$ cat src/rtl/ram_access_arbiter_if.sv
// ---------------------------------------------------------------------------
// ram_access_arbiter_if
//
// Bundles the requester side (the ALU's RAM_* request buses) and the data
// RAM side of ram_access_arbiter into one interface.
//
// Signals:
//   iREQ_CE/RD/WR   per-requester request, read and write flags
//   iREQ_ADDR       packed addresses, requester i at [i*ADDR_W +: ADDR_W]
//   iREQ_WDATA      packed write data, requester i at [i*DATA_W +: DATA_W]
//   oACK            one-hot completion pulse
//   oRDATA          read data, valid while oACK != 0
//   oBUSY           arbiter not idle
//   oRAM_CE/RD/WR   RAM chip enable and strobes
//   oRAM_ADDR       RAM address
//   oRAM_DATA       RAM write data
//   iRAM_DATA       RAM read data
//
// Modports:
//   slave  - the arbiter itself
//   master - the surrounding logic (requesters plus the RAM)
// ---------------------------------------------------------------------------
interface ram_access_arbiter_if #(
  parameter int N_REQ  = 8,
  parameter int ADDR_W = 8,
  parameter int DATA_W = 32
);
  logic [N_REQ-1:0]        iREQ_CE;
  logic [N_REQ-1:0]        iREQ_RD;
  logic [N_REQ-1:0]        iREQ_WR;
  logic [N_REQ*ADDR_W-1:0] iREQ_ADDR;
  logic [N_REQ*DATA_W-1:0] iREQ_WDATA;
  logic [N_REQ-1:0]        oACK;
  logic [DATA_W-1:0]       oRDATA;
  logic                    oBUSY;
  logic                    oRAM_CE;
  logic                    oRAM_RD;
  logic                    oRAM_WR;
  logic [ADDR_W-1:0]       oRAM_ADDR;
  logic [DATA_W-1:0]       oRAM_DATA;
  logic [DATA_W-1:0]       iRAM_DATA;

  modport slave (
    input  iREQ_CE, iREQ_RD, iREQ_WR, iREQ_ADDR, iREQ_WDATA, iRAM_DATA,
    output oACK, oRDATA, oBUSY, oRAM_CE, oRAM_RD, oRAM_WR, oRAM_ADDR, oRAM_DATA
  );

  modport master (
    output iREQ_CE, iREQ_RD, iREQ_WR, iREQ_ADDR, iREQ_WDATA, iRAM_DATA,
    input  oACK, oRDATA, oBUSY, oRAM_CE, oRAM_RD, oRAM_WR, oRAM_ADDR, oRAM_DATA
  );
endinterface

$ cat src/rtl/ram_access_arbiter.sv
// ---------------------------------------------------------------------------
// ram_access_arbiter
//
// Shares the single data RAM port between the ALU's memory-capable units
// (0=I, 1=S, 2=A, 3=F, 4=CI, 5=CSS, 6=CL, 7=CS). One request is granted at a
// time; the winner's op is strobed to the RAM for one cycle, the arbiter then
// waits RAM_LAT cycles, and finally pulses oACK for the winner together with
// the read data (0 for writes and null ops).
//
// Sequence: IDLE -> ISSUE -> WAIT (RAM_LAT cycles) -> DONE -> IDLE
//   request sampled in IDLE at t, strobe at t+1, ACK at t+2+RAM_LAT.
//
// Ports:
//   iCLK  clock
//   iRST  synchronous active-high reset; drops any in-flight access, no ACK
//   bus   ram_access_arbiter_if.slave (requester buses and RAM port)
//
// Parameters:
//   N_REQ   number of requesters (>= 2)
//   ADDR_W  RAM address width
//   DATA_W  RAM data width
//   RAM_LAT RAM read latency, strobe to valid iRAM_DATA, legal range 1..7
//
// Build option:
//   RAM_ARB_FIXED_PRIO_EN  when defined, lowest index always wins and the
//                          round-robin pointer is removed (no starvation
//                          bound). Default is round-robin.
// ---------------------------------------------------------------------------
module ram_access_arbiter #(
  parameter int N_REQ   = 8,
  parameter int ADDR_W  = 8,
  parameter int DATA_W  = 32,
  parameter int RAM_LAT = 1
) (
  input logic                iCLK,
  input logic                iRST,
  ram_access_arbiter_if.slave bus
);

  localparam int IDX_W = (N_REQ > 1) ? $clog2(N_REQ) : 1;
  localparam int CNT_W = 3;

  typedef enum logic [1:0] {
    IDLE  = 2'd0,
    ISSUE = 2'd1,
    WAIT  = 2'd2,
    DONE  = 2'd3
  } state_t;

  state_t           state_reg;
  logic [IDX_W-1:0] grant_reg;
  logic             op_rd_reg;   // latched op is a pure read (write wins a RD+WR conflict)
  logic [CNT_W-1:0] cnt_reg;

  // -------------------------------------------------------------------------
  // Unpacked views of the packed requester address / data buses
  // -------------------------------------------------------------------------
  logic [ADDR_W-1:0] req_addr  [N_REQ];
  logic [DATA_W-1:0] req_wdata [N_REQ];

  generate
    for (genvar gi = 0; gi < N_REQ; gi++) begin : g_unpack
      assign req_addr[gi]  = bus.iREQ_ADDR[gi*ADDR_W +: ADDR_W];
      assign req_wdata[gi] = bus.iREQ_WDATA[gi*DATA_W +: DATA_W];
    end
  endgenerate

  // -------------------------------------------------------------------------
  // Winner selection
  // -------------------------------------------------------------------------
  logic [N_REQ-1:0] search_vec;
  logic             win_found;
  logic [IDX_W-1:0] win_idx;

`ifdef RAM_ARB_FIXED_PRIO_EN
  assign search_vec = bus.iREQ_CE;
`else
  logic [IDX_W-1:0] rr_reg;
  logic [N_REQ-1:0] hi_mask;

  // Requests at or above the pointer take precedence; if none exist the
  // search wraps to the lowest set request overall. This is the same as a
  // modulo-N scan starting at the pointer, without needing a modulo.
  generate
    for (genvar gi = 0; gi < N_REQ; gi++) begin : g_hi_mask
      assign hi_mask[gi] = bus.iREQ_CE[gi] & ({1'b0, rr_reg} <= (IDX_W+1)'(gi));
    end
  endgenerate

  assign search_vec = (|hi_mask) ? hi_mask : bus.iREQ_CE;
`endif

  assign win_found = |bus.iREQ_CE;

  // Lowest set bit of search_vec.
  always_comb begin
    win_idx = '0;
    for (int i = N_REQ - 1; i >= 0; i--) begin
      if (search_vec[i]) begin
        win_idx = IDX_W'(i);
      end
    end
  end

  logic win_rd;
  logic win_wr;
  assign win_rd = bus.iREQ_RD[win_idx];
  assign win_wr = bus.iREQ_WR[win_idx];

  // -------------------------------------------------------------------------
  // Sequencer. All outputs are registered and updated on the transition
  // into the state they belong to.
  // -------------------------------------------------------------------------
  always_ff @(posedge iCLK) begin
    if (iRST) begin
      state_reg     <= IDLE;
      grant_reg     <= '0;
      op_rd_reg     <= 1'b0;
      cnt_reg       <= '0;
`ifndef RAM_ARB_FIXED_PRIO_EN
      rr_reg        <= '0;
`endif
      bus.oACK      <= '0;
      bus.oRDATA    <= '0;
      bus.oBUSY     <= 1'b0;
      bus.oRAM_CE   <= 1'b0;
      bus.oRAM_RD   <= 1'b0;
      bus.oRAM_WR   <= 1'b0;
      bus.oRAM_ADDR <= '0;
      bus.oRAM_DATA <= '0;
    end else begin
      case (state_reg)
        IDLE: begin
          bus.oACK   <= '0;
          bus.oRDATA <= '0;
          if (win_found) begin
            // Everything the access needs is captured here; later changes
            // on the requester side have no effect on this transaction.
            state_reg     <= ISSUE;
            grant_reg     <= win_idx;
            op_rd_reg     <= win_rd & ~win_wr;
            bus.oBUSY     <= 1'b1;
            // A null op (neither RD nor WR) runs the full sequence with the
            // chip enable kept low.
            bus.oRAM_CE   <= win_rd | win_wr;
            bus.oRAM_RD   <= win_rd & ~win_wr;
            bus.oRAM_WR   <= win_wr;
            bus.oRAM_ADDR <= req_addr[win_idx];
            bus.oRAM_DATA <= req_wdata[win_idx];
          end else begin
            bus.oBUSY     <= 1'b0;
            bus.oRAM_CE   <= 1'b0;
            bus.oRAM_RD   <= 1'b0;
            bus.oRAM_WR   <= 1'b0;
            bus.oRAM_ADDR <= '0;
            bus.oRAM_DATA <= '0;
          end
        end

        ISSUE: begin
          // Strobes last exactly one cycle; address and data stay put.
          state_reg   <= WAIT;
          cnt_reg     <= CNT_W'(RAM_LAT);
          bus.oRAM_CE <= 1'b0;
          bus.oRAM_RD <= 1'b0;
          bus.oRAM_WR <= 1'b0;
        end

        WAIT: begin
          if (cnt_reg == CNT_W'(1)) begin
            // Last wait cycle: iRAM_DATA is valid now, RAM_LAT cycles after
            // the strobe cycle.
            state_reg  <= DONE;
            bus.oACK   <= N_REQ'(1) << grant_reg;
            bus.oRDATA <= op_rd_reg ? bus.iRAM_DATA : '0;
          end else begin
            cnt_reg <= cnt_reg - CNT_W'(1);
          end
        end

        DONE: begin
          state_reg     <= IDLE;
          bus.oACK      <= '0;
          bus.oRDATA    <= '0;
          bus.oBUSY     <= 1'b0;
          bus.oRAM_ADDR <= '0;
          bus.oRAM_DATA <= '0;
`ifndef RAM_ARB_FIXED_PRIO_EN
          rr_reg <= (grant_reg == IDX_W'(N_REQ - 1)) ? '0 : grant_reg + IDX_W'(1);
`endif
        end

        default: begin
          state_reg <= IDLE;
        end
      endcase
    end
  end

endmodule

$ cat src/flat_wrapper.sv
// flat-port wrapper written by rule: the top's interface ports become plain ports
module ram_access_arbiter_flat 
#(
  parameter int N_REQ   = 8,
  parameter int ADDR_W  = 8,
  parameter int DATA_W  = 32,
  parameter int RAM_LAT = 1
)
  (iCLK, iRST, bus_iREQ_CE, bus_iREQ_RD, bus_iREQ_WR, bus_iREQ_ADDR, bus_iREQ_WDATA, bus_iRAM_DATA, bus_oACK, bus_oRDATA, bus_oBUSY, bus_oRAM_CE, bus_oRAM_RD, bus_oRAM_WR, bus_oRAM_ADDR, bus_oRAM_DATA);
  ram_access_arbiter_if #(.N_REQ(N_REQ), .ADDR_W(ADDR_W), .DATA_W(DATA_W)) bus_i ();
  input logic iCLK;
  input logic iRST;
  input wire logic [$bits(bus_i.iREQ_CE)-1:0] bus_iREQ_CE;
  input wire logic [$bits(bus_i.iREQ_RD)-1:0] bus_iREQ_RD;
  input wire logic [$bits(bus_i.iREQ_WR)-1:0] bus_iREQ_WR;
  input wire logic [$bits(bus_i.iREQ_ADDR)-1:0] bus_iREQ_ADDR;
  input wire logic [$bits(bus_i.iREQ_WDATA)-1:0] bus_iREQ_WDATA;
  input wire logic [$bits(bus_i.iRAM_DATA)-1:0] bus_iRAM_DATA;
  output wire logic [$bits(bus_i.oACK)-1:0] bus_oACK;
  output wire logic [$bits(bus_i.oRDATA)-1:0] bus_oRDATA;
  output wire logic [$bits(bus_i.oBUSY)-1:0] bus_oBUSY;
  output wire logic [$bits(bus_i.oRAM_CE)-1:0] bus_oRAM_CE;
  output wire logic [$bits(bus_i.oRAM_RD)-1:0] bus_oRAM_RD;
  output wire logic [$bits(bus_i.oRAM_WR)-1:0] bus_oRAM_WR;
  output wire logic [$bits(bus_i.oRAM_ADDR)-1:0] bus_oRAM_ADDR;
  output wire logic [$bits(bus_i.oRAM_DATA)-1:0] bus_oRAM_DATA;
  assign bus_i.iREQ_CE = bus_iREQ_CE;
  assign bus_i.iREQ_RD = bus_iREQ_RD;
  assign bus_i.iREQ_WR = bus_iREQ_WR;
  assign bus_i.iREQ_ADDR = bus_iREQ_ADDR;
  assign bus_i.iREQ_WDATA = bus_iREQ_WDATA;
  assign bus_i.iRAM_DATA = bus_iRAM_DATA;
  assign bus_oACK = bus_i.oACK;
  assign bus_oRDATA = bus_i.oRDATA;
  assign bus_oBUSY = bus_i.oBUSY;
  assign bus_oRAM_CE = bus_i.oRAM_CE;
  assign bus_oRAM_RD = bus_i.oRAM_RD;
  assign bus_oRAM_WR = bus_i.oRAM_WR;
  assign bus_oRAM_ADDR = bus_i.oRAM_ADDR;
  assign bus_oRAM_DATA = bus_i.oRAM_DATA;
  ram_access_arbiter #(.N_REQ(N_REQ), .ADDR_W(ADDR_W), .DATA_W(DATA_W), .RAM_LAT(RAM_LAT)) u_core (.iCLK(iCLK), .iRST(iRST), .bus(bus_i));
endmodule
$ cat config.mk
export PLATFORM = sky130hd
export DESIGN_NAME = ram_access_arbiter_flat
export DESIGN_NICKNAME = d
export VERILOG_FILES = /design/src/rtl/ram_access_arbiter_if.sv /design/src/rtl/ram_access_arbiter.sv /design/src/flat_wrapper.sv
export SDC_FILE = /design/constraint.sdc
export NUM_CORES = 1
export LEC_CHECK = 0
export ABC_CLOCK_PERIOD_IN_PS = 2600
export BUFFER_PORTS_ARGS = -buffer_cell sky130_fd_sc_hd__buf_2
export CAP_MARGIN = 0
export CORE_AREA = 4 4 178 180
export CTS_CLUSTER_SIZE = 8
export DETAILED_ROUTE_END_ITERATION = 8
export DIE_AREA = 0 0 182 184
export GPL_TIMING_DRIVEN = 0
export PLACE_DENSITY = 0.53
export RECOVER_POWER = 100
export SYNTH_ARGS = -nofsm -noshare
export SYNTH_HDL_FRONTEND = slang
export SYNTH_SLANG_ARGS = --single-unit
$ cat constraint.sdc
create_clock -name iCLK -period 2.6 [get_ports iCLK]
set_clock_uncertainty 0.05 [all_clocks]
set_input_delay 0.13 -clock iCLK [delete_from_list [all_inputs] [get_ports iCLK]]
set_output_delay 0.13 -clock iCLK [all_outputs]
set_load 0.02 [all_outputs]
Yosys cells after proc, flatten, opt, wreduce, memory -nomap -nowiden --
Cells that the tools add are included.
Operators by class: add/subtract/negate cells 2, $lt $le $gt $ge 9, eq/ne operators 8, shift-type cells 1, muxes and demuxes 42, bitwise logic cells 11, reduce and logical (&&, ||, !) cells 12
Operators with widths (number):
- $mux 32 | 5
- $pmux 32 s2 | 2
- $bmux 32 s3 | 1
- $mux 8 | 4
- $pmux 8 s2 | 2
- $mux 3 | 10
- $bmux 8 s3 | 1
- $reduce_or 8->1 | 2
- $le 3x3->1 const B | 3
- $and 1x1->1 | 8
- $pmux 1 s2 | 4
- $pmux 2 s4 | 1
- $reduce_and 2->1 | 4
- $reduce_bool 2->1 | 4
- $shl 1x3->8 const A | 1
- $mux 7 | 1
- $bmux 1 s3 | 2
- $le 3x1->1 const B | 2
- $le 3x2->1 const B | 2
- $mux 1 | 6
- $pmux 3 s2 | 1
- $eq 2x2->1 const B | 2
- $ge 4x4->1 const B | 1
- $lt 3x4->1 const B | 1
- other kinds (13) | 15
Word-level totals: register bits after elaboration 96, input bits 378, logic and storage cells 98

Longest topological paths before layout --
Gate-level depths: netlist of run 1.
word-level depth 17, gate-level depth with buffers 13

Worst setup path before layout of run 1 --
Ideal clock, no wire load.
kind register to register, start point register u_core.rr_reg[0], end point register u_core.bus.oRAM_ADDR[0], setup time 122 ps, arrival time 2525 ps, data required time 2428 ps, path slack -97 ps, stages on the path, launching flop included 13, buffers on the path 4, clock period less this slack 2697 ps, path through dfxtp_1 -> or2_2 -> a41oi_1 -> a22oi_1 -> and2_1 -> buf_6 -> o21a_2 -> buf_6 -> buf_6 -> buf_2 -> a211oi_1 -> a21oi_1 -> a221o_1
On the way: word-level cells in the longest chain between the ends 17, elaborated cells on any way between the ends 29, classes of those cells order compare (7); mux (13); bitwise (8); reduce/logical (1)
Ends and longest elaborated chain:
- from (decl) | line ram_access_arbiter.sv:78 | logic [IDX_W-1:0] rr_reg;
- from (signal assigned) | line ram_access_arbiter.sv:189 | rr_reg <= (grant_reg == IDX_W'(N_REQ - 1)) ? '0 : grant_reg + IDX_W'(1);
- $le 3x1->1 (tied with other cells) | line ram_access_arbiter.sv:86 | assign hi_mask[gi] = bus.iREQ_CE[gi] & ({1'b0, rr_reg} <= (IDX_W+1)'(gi));
- $and 1x1->1 | line ram_access_arbiter.sv:86
- $reduce_or 8->1 | line ram_access_arbiter.sv:90 | assign search_vec = (|hi_mask) ? hi_mask : bus.iREQ_CE;
- $mux 7 (*) | line ram_access_arbiter.sv:90
- $mux 3 (6 in series) | line ram_access_arbiter.sv:99 | if (search_vec[i]) begin
- $mux 3 (*) | line ram_access_arbiter.sv:99
- $not 3->4 (not written as such) (*) | line ram_access_arbiter.sv:148 | bus.oRAM_ADDR <= req_addr[win_idx];
- $bmux 8 s3 (*) | line ram_access_arbiter.sv:148
- $mux 8 (not written as such) (*) (2 in series) | line ram_access_arbiter.sv:148
- $mux 8 (*) | line ram_access_arbiter.sv:136 | if (win_found) begin
- $pmux 8 s2 (*) | line ram_access_arbiter.sv:132 | case (state_reg)
- to (signal assigned) | line ram_access_arbiter.sv:148
- to (decl) | line ram_access_arbiter_if.sv:45 | output oACK, oRDATA, oBUSY, oRAM_CE, oRAM_RD, oRAM_WR, oRAM_ADDR, oRAM_DATA
Every way passes the cells marked *; elsewhere a longest branch is shown, timed or not. The select of a mux whose other input is x is not followed. A chain may end at the register's enable or synchronous reset.

Worst setup path after layout of run 1 --
start point register u_core.rr_reg[1], end point register u_core.bus.oRAM_DATA[8]
On the way: word-level cells in the longest chain between the ends 17, elaborated cells on any way between the ends 29, classes of those cells order compare (7); mux (13); bitwise (8); reduce/logical (1)
Ends and longest elaborated chain:
- $le 3x1->1 (tied with other cells) | line ram_access_arbiter.sv:86
- $and 1x1->1 | line ram_access_arbiter.sv:86
- $reduce_or 8->1 | line ram_access_arbiter.sv:90
- $mux 7 (*) | line ram_access_arbiter.sv:90
- $mux 3 (6 in series) | line ram_access_arbiter.sv:99
- $mux 3 (*) | line ram_access_arbiter.sv:99
- $not 3->4 (not written as such) (*) | line ram_access_arbiter.sv:149 | bus.oRAM_DATA <= req_wdata[win_idx];
- $bmux 32 s3 (*) | line ram_access_arbiter.sv:149
- $mux 32 (not written as such) (*) (2 in series) | line ram_access_arbiter.sv:149
- $mux 32 (*) | line ram_access_arbiter.sv:136
- $pmux 32 s2 (*) | line ram_access_arbiter.sv:132
- to (signal assigned) | line ram_access_arbiter.sv:149
- to (decl) | line ram_access_arbiter_if.sv:45
Marked as above.

==> flow_metrics.py, run 1 <==
metrics = {
    "run_status": {
        "outcome": "finished with violations",
        "violations": "setup timing",
    },
    "synthesis": {
        "ys_warn_count": 0,
        "syn_inst": 826,
        "synth_top_flop_cell": "dfxtp_1",
        "ys_seq_elements": 96,
        "async_flop_share_pct": 0,
        "avgSynthCellArea_um2": 8.243,
        "syn_area_um2": 6809,
        "yosysUniqueCellTypes": 51,
        "yosysSeqAreaShare_pct": 28.22,
        "synth_fp_nets": 1216,
        "synth-edff-count": 0,
    },
    "pwr": {
        "p_per_area_nw_per_um2": 768.3,
        "power.leakage_nw": 4.814,
        "combPwrFrac_pct": 63.7,
        "swShare_pct": 45.97,
        "pwr-share-clk_pct": 15.1,
        "p_int_mw": 5.021,
        "seqPwrFrac_pct": 21.2,
        "vdd_drop_max_mv": 0.3051,
        "p_sw_mw": 4.273,
    },
    "timing": {
        "finalWorstSetupSlack_ps": -488.2,
        "slew_headroom_pct": 44.69,
        "hold_ws_ps": 12.93,
        "min_period_over_period_pct": 118.8,
        "finalMaxSlewViolations": 0,
        "finalSetupTns_ps": -18000,
        "rsz0062_at_grt": "true",
        "period_needed_ps": 3088,
        "worst_pin_slew_ps": 826.7,
        "hold_violations": 0,
        "fmax_mhz": 323.8,
        "setup_viol": 44,
    },
    "floorplanning": {
        "num_io_pins": 462,
        "die-area_um2": 33490,
        "chipHeight_um": 184,
        "core.rowCount": 64,
        "start_util_pct": 22.55,
        "die_w_um": 182,
        "core-area_um2": 30190,
    },
    "clock_network": {
        "path_clk_slew_ps": 80,
        "clock_tree.buffer_depth": 2,
        "cts_sinks": 96,
        "htree_levels": 3,
        "insertion_delay_ps": 350,
        "clock-root-buffer": "clkbuf_16",
        "cts_tree": "done",
        "cts-buffers-inserted": 9,
    },
    "global_route": {
        "grt_pass1_wl_um": 52540,
        "grt_max_degree": 20,
        "grt_overflow": 0,
        "grt_pass1_vias": 8550,
        "grt.total_usage_pct": 20.51,
        "antenna_found_initial": 7,
    },
    "setup_path": {
        "crit_fanout": 7,
        "r2r_end": "u_core.bus.oRAM_DATA[8]",
        "critPathMaxStageDelay_ps": 380,
        "cp_cell_sequence": "buf_6, or3b_4, o211a_4, buf_6, nand4_1, a22o_1, o21a_4, buf_12, buf_12, buf_12, buf_16, mux2i_4, a211oi_2, a221o_1",
        "startpoint_type": "flop",
        "cpMostUsedCell": "buf_12",
        "reg2reg_from": "u_core.rr_reg[1]",
        "worst-endpoint-arrival_ps": 3290,
        "worstSetupPathType": "flop to flop",
        "r2r_setup_slack_ps": -490,
        "slowest_stage": "or3b_4",
        "reg2reg_depth": 14,
        "cp-end-kind": "flop",
        "crit_required_ps": 2800,
    },
    "cells_and_area": {
        "design_area_um2": 12100,
        "mostFrequentLayoutCells": "buf_2, clkbuf_1, dfxtp_1, nor2b_1, a211oi_2",
        "layout-drive-gt1-share_pct": 49.71,
        "fill_cells": 3101,
        "final_util_pct": 40.07,
        "syn_to_final_growth_pct": 77.67,
        "fin_cells": 1764,
        "reg.largest.list": "u_core.bus.oRAM_DATA: 32 flops, u_core.bus.oRDATA: 32 flops",
        "final_common_cell": "buf_2",
        "fin_nets": 1751,
    },
    "drt": {
        "drc": 0,
        "drt_iter0_markers": 360,
        "vias": 8699,
        "vias_per_cell": 4.931,
        "routed_wirelength_um": 38250,
        "wl_per_cell_um": 21.68,
        "final_antenna_net_count": 0,
        "drt_first_pass_iters": 5,
    },
    "worst_hold_path": {
        "holdPathEnd": "u_core.bus.oRDATA[10]",
        "hold_depth": 3,
        "hold_start": "bus_iRAM_DATA[10]",
        "min_path_type": "input port to flop",
    },
    "placement": {
        "dp_hpwl_um": 29870,
        "dp_cells": 1681,
        "io_buffers": 459,
        "dpl_cell_area_um2": 9897,
        "gp_congestion": 0.8775,
    },
    "flow_run": {
        "maxCapViolCount": 0,
    },
}
## logic make-up after synthesis
| group | count (synthesis) | share of synthesized area [%] |
|---|---|---|
| compound gates | 302 | 32.25 |
| simple gates | 225 | 17.53 |
| buf+inv | 108 | 7.589 |
| flops | 96 | 28.22 |
| mux | 83 | 12.20 |
| fa+ha+maj | 12 | 2.205 |
## power by group through the flow
stage               logic (mW)  registers, mW  clock network [mW]
floorplan                 2.68           2.26                   0
global placement          4.57           1.98                   0
detailed placement        4.59           1.98                   0
CTS                       5.51           1.96                1.45
global route              6.33           2.01                1.51
finish                    5.92           1.97                1.40
## stage by stage
stage	worst slack (ps)	power, mW
after CTS	-540.5	8.918
final	-488.2	9.294
after global placement	-1082	6.546
after floorplan	-28.35	4.941
after global routing	-607.2	9.843
after detailed placement	-1111	6.575
## cells in the mapped netlist (5+ instances only)
| master | number | area share (%) |
|---|---|---|
| buf_4 | 6 | 0.66 |
| ha_1 | 12 | 2.2 |
| o211ai_1 | 10 | 1.1 |
| o2111ai_1 | 9 | 1.2 |
| inv_1 | 22 | 1.2 |
| nand3_1 | 39 | 2.9 |
| a21oi_1 | 89 | 6.5 |
| nand2b_1 | 5 | 0.46 |
| clkbuf_1 | 46 | 2.5 |
| nor2b_1 | 85 | 7.8 |
| mux2i_1 | 83 | 12 |
| dfxtp_1 | 96 | 28 |
| buf_2 | 23 | 1.7 |
| nand4_1 | 8 | 0.74 |
| a221o_1 | 40 | 5.9 |
| nor2_1 | 22 | 1.2 |
| a211oi_1 | 123 | 14 |
| nand2_1 | 48 | 2.6 |
| buf_6 | 8 | 1.3 |
## metal layers
| layer | GRT usage [%] | wire, um | part of all wire (%) | up-vias |
|---|---|---|---|---|
| li1 | - | - | - | 4212 |
| met4 | 5.404 | 665 | 1.7 | 8 |
| met3 | 3.997 | 2538 | 6.6 | 47 |
| met5 | 0 | 54 | 0.14 | - |
| met1 | 26.51 | 16050 | 42 | 4063 |
| met2 | 35.13 | 18930 | 50 | 369 |
## timing repair
item	4_1_cts	5_1_grt
resized for setup	177	105
setup endpoints to repair	45	72
setup buffers	20	7
hold buffers	30	0
hold endpoints to repair	30	0
cloned	5	4
pin swaps	54	54
## worst max-delay path by stage
stage | startpoint | endpoint | slack, ps
6_report | u_core.rr_reg[1] | u_core.bus.oRAM_DATA[8] | -490
5_1_grt | u_core.rr_reg[1] | u_core.bus.oRAM_DATA[8] | -610
4_1_cts | u_core.rr_reg[1] | u_core.bus.oRAM_CE | -540
3_5_place_dp | u_core.rr_reg[1] | u_core.bus.oRAM_DATA[3] | -1110
3_3_place_gp | u_core.rr_reg[0] | u_core.bus.oRAM_ADDR[6] | -1080
2_1_floorplan | u_core.rr_reg[0] | u_core.bus.oRAM_DATA[8] | -30
## area by class of cell
cell class	count	area [um^2]	share of cell area [%]
Sequential cell	96	1928	15.94
Multi-Input combinational cell	622	5549	45.87
Tap cell	396	495.5	4.096
Antenna cell	2	5.005	0.04137
Clock buffer	9	225.2	1.862
Inverter	22	82.58	0.6826
Buffer	85	738.2	6.102
Clock inverter	7	73.82	0.6102
Timing Repair Buffer	525	3000	24.80
## critical path, delay by kind of cell (launching register included)
| kind | cells | cell delay [ps] |
|---|---|---|
| AO/OA/AOI/OAI | 5 | 950 |
| multiplexers | 1 | 330 |
| buffers and inverters | 6 | 800 |
| flip-flops | 1 | 330 |
| AND/OR/NAND/NOR | 2 | 500 |
Note: power is estimated with default switching activity, not from simulation.
==> run 2, diff against run 1 <==
--- a/config.mk
+++ b/config.mk
@@ -13,7 +13,7 @@
 export DETAILED_ROUTE_END_ITERATION = 8
 export DIE_AREA = 0 0 182 184
 export GPL_TIMING_DRIVEN = 0
-export PLACE_DENSITY = 0.53
+export PLACE_DENSITY_LB_ADDON = 0.25
 export RECOVER_POWER = 100
 export SYNTH_ARGS = -nofsm -noshare
 export SYNTH_HDL_FRONTEND = slang
==> run 2 against run 1 <==
  * The run still ends with setup timing left
  * Routed wire length shrank 4.5%
  * Fmax rose by 2.8%
  * Sequential power about the same
  * Combinational power fell by 3%
  * First-iteration DRC count increased by 28%
  * Utilization fell by 0.45 points
  * Global-route usage down 1.1 points
  * Final cell count hardly changed
  * Sequential share of layout area grew 0.18 points
  * Critical endpoint is now u_core.bus.oRAM_DATA[2]
==> flow_metrics.py, run 2 (synthesized netlist as in run 1, its figures left out) <==
metrics = {
    "timing": {
        "slew_headroom_pct": 53.78,
        "setup_viol": 44,
        "worst_pin_slew_ps": 686.9,
        "hold_ws_ps": 18.82,
        "min_period_over_period_pct": 115.6,
        "finalWorstSetupSlack_ps": -405.3,
        "hold_violations": 0,
        "finalMaxSlewViolations": 0,
        "fmax_mhz": 332.7,
        "rsz0062_at_grt": "true",
        "period_needed_ps": 3005,
    },
    "setup_path": {
        "reg2reg_from": "u_core.rr_reg[1]",
        "reg2reg_depth": 13,
        "crit_fanout": 11,
        "worstSetupPathType": "flop to flop",
        "startpoint_type": "flop",
        "crit_required_ps": 2790,
        "worst-endpoint-arrival_ps": 3190,
        "r2r_end": "u_core.bus.oRAM_DATA[2]",
        "crit_path_start": "u_core.rr_reg[1]",
        "cp-end-kind": "flop",
        "r2r_setup_slack_ps": -410,
    },
    "floorplanning": {
        "die_w_um": 182,
        "start_util_pct": 22.55,
        "die-area_um2": 33490,
        "chipHeight_um": 184,
        "core.rowCount": 64,
        "core-area_um2": 30190,
        "num_io_pins": 462,
    },
    "worst_hold_path": {
        "holdPathEnd": "u_core.bus.oRDATA[16]",
        "hold_depth": 3,
        "min_path_type": "input port to flop",
        "hold_start": "bus_iRAM_DATA[16]",
    },
    "drt": {
        "drt_iter0_markers": 461,
        "routed_wirelength_um": 36530,
        "vias_per_cell": 4.910,
        "vias": 8656,
        "drc": 0,
        "final_antenna_net_count": 0,
        "drt_first_pass_iters": 5,
        "wl_per_cell_um": 20.72,
    },
    "cells_and_area": {
        "layout-drive-gt1-share_pct": 48.61,
        "syn_to_final_growth_pct": 75.67,
        "fin_nets": 1751,
        "mostFrequentLayoutCells": "buf_2, clkbuf_1, dfxtp_1, nor2b_1, a21oi_1",
        "final_common_cell": "buf_2",
        "reg.largest.list": "u_core.bus.oRAM_DATA: 32 flops, u_core.bus.oRDATA: 32 flops",
        "fill_cells": 3122,
    },
    "global_route": {
        "grt.busiest_layer": "met2",
        "antenna_found_initial": 6,
        "grt.total_usage_pct": 19.38,
        "use_met1_pct": 25.11,
        "globalRouteMet3Util_pct": 3.977,
        "grt_pass1_vias": 8362,
        "grt_max_degree": 20,
        "use_met2_pct": 33.69,
        "grt_overflow": 0,
        "grt_pass1_wl_um": 50000,
    },
    "placement": {
        "dp_slack_ps": -1007,
        "io_buffers": 459,
        "dp_hpwl_um": 28830,
        "gp_congestion": 0.8679,
    },
    "run_status": {
        "violations": "setup timing",
        "outcome": "finished with violations",
    },
    "flow_run": {
        "maxCapViolCount": 0,
    },
    "pwr": {
        "vdd_drop_max_mv": 0.3254,
        "power.leakage_nw": 4.785,
        "p_per_area_nw_per_um2": 759.3,
    },
    "clock_network": {
        "cts-buffers-inserted": 9,
        "clock-root-buffer": "clkbuf_16",
        "insertion_delay_ps": 350,
        "path_clk_slew_ps": 80,
        "clock_tree.buffer_depth": 2,
        "cts_tree": "done",
        "cts_sinks": 96,
        "htree_levels": 3,
    },
}
## run 2: power by group
part           switching, mW  internal [mW]
combinational           3.31           2.45
sequential             0.194           1.78
clock                  0.674          0.679
## run 2: per-stage QoR
step / instance area (um^2) / util (%) / std cells / power, mW / setup TNS, ps
2_1_floorplan: 7104 / - / 826 / 4.941 / -947.1
3_3_place_gp: 9897 / 32.78 / 1681 / 6.510 / -37830
3_5_place_dp: 9897 / 32.78 / 1681 / 6.555 / -37730
4_1_cts: 11220 / 37.16 / 1742 / 8.568 / -15110
5_1_grt: 11960 / 39.62 / 1763 / 9.641 / -19350
6_report: 11960 / 39.62 / 1763 / 9.082 / -14560
## run 2: repair_timing
action                                  in CTS  in global routing
pin swaps                                   19                 47
resized for setup                          138                127
endpoints found under the setup margin      45                 85
cloned                                       1                  5
hold buffers                                31                  0
hold endpoints to repair                    31                  0
setup buffers                               14                 15
## run 2: critical path, stage by stage (launching register included)
cell and delay [ps]:
dfxtp_2 340, buf_6 130, or3b_4 380, o211a_4 170, nand4_1 130, a22o_1 220, o21a_4 220, buf_12 160
buf_12 180, buf_16 180, buf_4 130, mux2i_1 200, a211oi_1 120, a221o_1 270
## run 2: how the worst max path moves through the flow
stage,cells past startpoint,to
floorplan,12,u_core.bus.oRAM_DATA[8]
global placement,9,u_core.bus.oRAM_DATA[4]
detailed placement,9,u_core.bus.oRAM_DATA[4]
CTS,13,u_core.bus.oRAM_DATA[8]
global route,13,u_core.bus.oRAM_CE
finish,13,u_core.bus.oRAM_DATA[2]
## run 2: metal layers
layer / vias to the layer above / routed length, um
met1: 4088 / 15610
met4: 6 / 489
met5: - / 33
met3: 28 / 2461
li1: 4185 / -
met2: 349 / 17930
## run 2: cell type report
cell class / instances / area [um^2] / share of cell area [%]
Sequential cell: 96 / 1928 / 16.12
Timing Repair Buffer: 525 / 2908 / 24.31
Buffer: 85 / 745.7 / 6.234
Multi-Input combinational cell: 622 / 5502 / 45.99
Inverter: 22 / 82.58 / 0.6904
Antenna cell: 1 / 2.502 / 0.02092
Clock buffer: 9 / 225.2 / 1.883
Tap cell: 396 / 495.5 / 4.142
Clock inverter: 7 / 72.57 / 0.6067
==> run 3, diff against run 2 <==
--- a/config.mk
+++ b/config.mk
@@ -5,6 +5,7 @@
 export SDC_FILE = /design/constraint.sdc
 export NUM_CORES = 1
 export LEC_CHECK = 0
+export ABC_AREA = 1
 export ABC_CLOCK_PERIOD_IN_PS = 2600
 export BUFFER_PORTS_ARGS = -buffer_cell sky130_fd_sc_hd__buf_2
 export CAP_MARGIN = 0
@@ -13,6 +14,7 @@
 export DETAILED_ROUTE_END_ITERATION = 8
 export DIE_AREA = 0 0 182 184
 export GPL_TIMING_DRIVEN = 0
+export HOLD_SLACK_MARGIN = 0.15
 export PLACE_DENSITY_LB_ADDON = 0.25
 export RECOVER_POWER = 100
 export SYNTH_ARGS = -nofsm -noshare
==> run 3 against run 2 <==
  * The flow still finishes with violations (setup timing)
  * Clock-buffer cell count unchanged
  * Sequential cell count did not move
  * Fmax is 10% higher
  * Setup slack gained 280 ps
  * Critical path depth rose by 7
  * Register-to-register slack better by 280 ps
  * Sequential share of layout area is 0.13 points higher
==> flow_metrics.py, run 3 <==
metrics = {
    "run_status": {
        "outcome": "finished with violations",
        "violations": "setup timing",
    },
    "placement": {
        "dp_hpwl_um": 30680,
        "dp_slack_ps": -973.0,
        "gp_congestion": 0.9183,
        "dpl_cell_area_um2": 10230,
        "io_buffers": 460,
    },
    "pwr": {
        "vdd_drop_max_mv": 0.4678,
        "power.leakage_nw": 5.989,
        "power.total_mw": 10.86,
        "p_per_area_nw_per_um2": 914.5,
    },
    "timing": {
        "finalWorstSetupSlack_ps": -127.0,
        "finalMaxSlewViolations": 0,
        "min_period_over_period_pct": 104.9,
        "worst_pin_slew_ps": 775.5,
        "setup_viol": 36,
        "period_needed_ps": 2727,
        "hold_violations": 0,
        "slew_headroom_pct": 48.30,
        "rsz0062_at_grt": "true",
        "fmax_mhz": 366.7,
    },
    "cells_and_area": {
        "syn_to_final_growth_pct": 59.82,
        "mostFrequentLayoutCells": "buf_2, inv_1, nand2_1, nand3_1, clkbuf_1",
        "design_area_um2": 11880,
        "final_util_pct": 39.35,
        "layout-drive-gt1-share_pct": 33.82,
        "reg.largest.list": "u_core.bus.oRAM_DATA: 32 flops, u_core.bus.oRDATA: 32 flops",
        "final_common_cell": "buf_2",
        "fin_nets": 2168,
    },
    "drt": {
        "vias_per_cell": 4.704,
        "wl_per_cell_um": 18.08,
        "drt_first_pass_iters": 5,
        "vias": 10254,
        "drt_iter0_markers": 463,
        "routed_wirelength_um": 39410,
        "drc": 0,
        "final_antenna_net_count": 0,
    },
    "setup_path": {
        "crit_required_ps": 2770,
        "worst-endpoint-arrival_ps": 2890,
        "cp-end-kind": "flop",
        "worstSetupPathType": "flop to flop",
        "startpoint_type": "flop",
        "reg2reg_depth": 20,
        "crit_fanout": 8,
    },
    "global_route": {
        "grt.busiest_layer": "met2",
        "grt_pass1_vias": 9942,
        "grt.total_usage_pct": 21.67,
        "antenna_found_initial": 3,
        "use_met1_pct": 27.45,
        "grt_pass1_wl_um": 56470,
        "use_met2_pct": 37.61,
        "globalRouteMet3Util_pct": 4.689,
        "grt_max_degree": 21,
        "grt_overflow": 0,
    },
    "synthesis": {
        "avgSynthCellArea_um2": 5.975,
        "synth.most_common_cell": "nand2_1",
        "async_flop_share_pct": 0,
        "synth_area_leader_cell": "dfxtp_1",
        "synth_fp_nets": 1634,
        "syn_area_um2": 7433,
        "synth_top_flop_cell": "dfxtp_1",
        "yosys-top-cells-count": "nand2_1, inv_1, nand3_1, a21oi_1, dfxtp_1",
        "synthTopCellsByArea": "dfxtp_1, nand3_1, nand2_1, inv_1, a21oi_1",
        "yosys.area.top_type_share_pct": 25.85,
        "yosysSeqAreaShare_pct": 25.85,
        "ys_seq_elements": 96,
        "yosysUniqueCellTypes": 29,
        "syn_inst": 1244,
        "ys_warn_count": 0,
        "synth-edff-count": 0,
    },
    "floorplanning": {
        "chipHeight_um": 184,
        "start_util_pct": 24.62,
        "die-area_um2": 33490,
        "die_w_um": 182,
        "core-area_um2": 30190,
        "num_io_pins": 462,
        "core.rowCount": 64,
    },
    "clock_network": {
        "path_clk_slew_ps": 90,
        "cts_sinks": 96,
        "htree_levels": 3,
        "clock_tree.buffer_depth": 2,
        "clock-root-buffer": "clkbuf_16",
        "cts_tree": "done",
        "insertion_delay_ps": 360,
        "cts-buffers-inserted": 9,
    },
    "worst_hold_path": {
        "hold_depth": 5,
        "min_path_type": "input port to flop",
    },
    "flow_run": {
        "maxCapViolCount": 0,
    },
}
## run 3: changes by cell type in the layout (fill, tap and decap cells not counted), sizes merged, moves of 47 or more
cell | before | now
a21oi | 89 | 136
nand2 | 48 | 281
a211oi | 123 | 0
nor2b | 85 | 0
inv | 25 | 243
o21ai | 4 | 55
nand3 | 39 | 220
mux2i | 83 | 0
o211ai | 10 | 81
## run 3: report_power, final
part           switching, mW  internal, mW  total (mW)
Clock                  0.722         0.691        1.41
Combinational           4.64          2.57        7.21
Sequential             0.285          1.96        2.25
Total                   5.64          5.22        10.9
## run 3: routing by layer
layer	share of wire, %	wire length, um	vias up
li1	-	-	5117
met1	43	17030	4666
met2	48	18730	416
met3	7.0	2764	51
met4	2.2	855	4
met5	0.069	27	-
## run 3: kinds of logic (layout without fill, tap and decap cells)
group           count (synthesis)  after routing  share of synthesized area, %
fa+ha+maj                      12             12                         2.020
buf+inv                       333            872                         18.72
flops                          96             96                         25.85
simple gates                  527            527                         31.93
compound gates                276            276                         21.48
other cells                     0              1                             0
## run 3: worst paths after layout
kind / startpoint / endpoint / slack, ps
worst min register to register: u_core.bus.oRAM_DATA[20] / u_core.bus.oRAM_DATA[20] / 410
worst min-delay path: bus_iREQ_WDATA[99] / u_core.bus.oRAM_DATA[3] / 170
worst max register to register: u_core.rr_reg[2] / u_core.bus.oRAM_ADDR[7] / -130
worst max-delay path: u_core.rr_reg[2] / u_core.bus.oRAM_ADDR[7] / -130
## run 3: stage by stage
step                instances  hold WS (ps)  TNS (ps)
floorplan                1244         243.3         0
global placement         2100         351.5    -31090
detailed placement       2100         357.3    -30950
CTS                      2163         155.0     -1201
global route             2180         190.4     -8809
finish                   2180         173.3     -1631
## run 3: critical path: stages, from the launching register on
cell and delay (ps):
dfxtp_4 400, inv_4 50, o21ai_4 150, nand2_2 80, nor2_4 130, nand2_4 100
nand2_2 90, nand2_2 50, nand2_2 50, nand2_2 50, nand2_2 70, nand2_2 60
nand2_4 70, nand2_4 80, clkbuf_16 180, buf_12 150, buf_12 140, o211ai_1 320
nand3_1 140, nand3_1 90, a21oi_1 60
## run 3: area by class of cell
class / instances / area [um^2]
fillers: 3378 / 18310
multi-input cells: 815 / 4539
repair buffers: 526 / 2982
flip-flops and latches: 96 / 1931
inverters: 240 / 910.9
plain buffers: 90 / 713.2
well taps: 396 / 495.5
clock buffers: 9 / 225.2
clock inverters: 7 / 81.33
diodes: 1 / 2.502
## run 3: timing repair
item                                    CTS  global route
endpoints found under the setup margin   46            84
resized for setup                        96           127
gates cloned                              1             8
hold buffers                             37             0
setup buffers                            10            10
endpoints found under the hold margin    37             0
pin swaps                                28            74
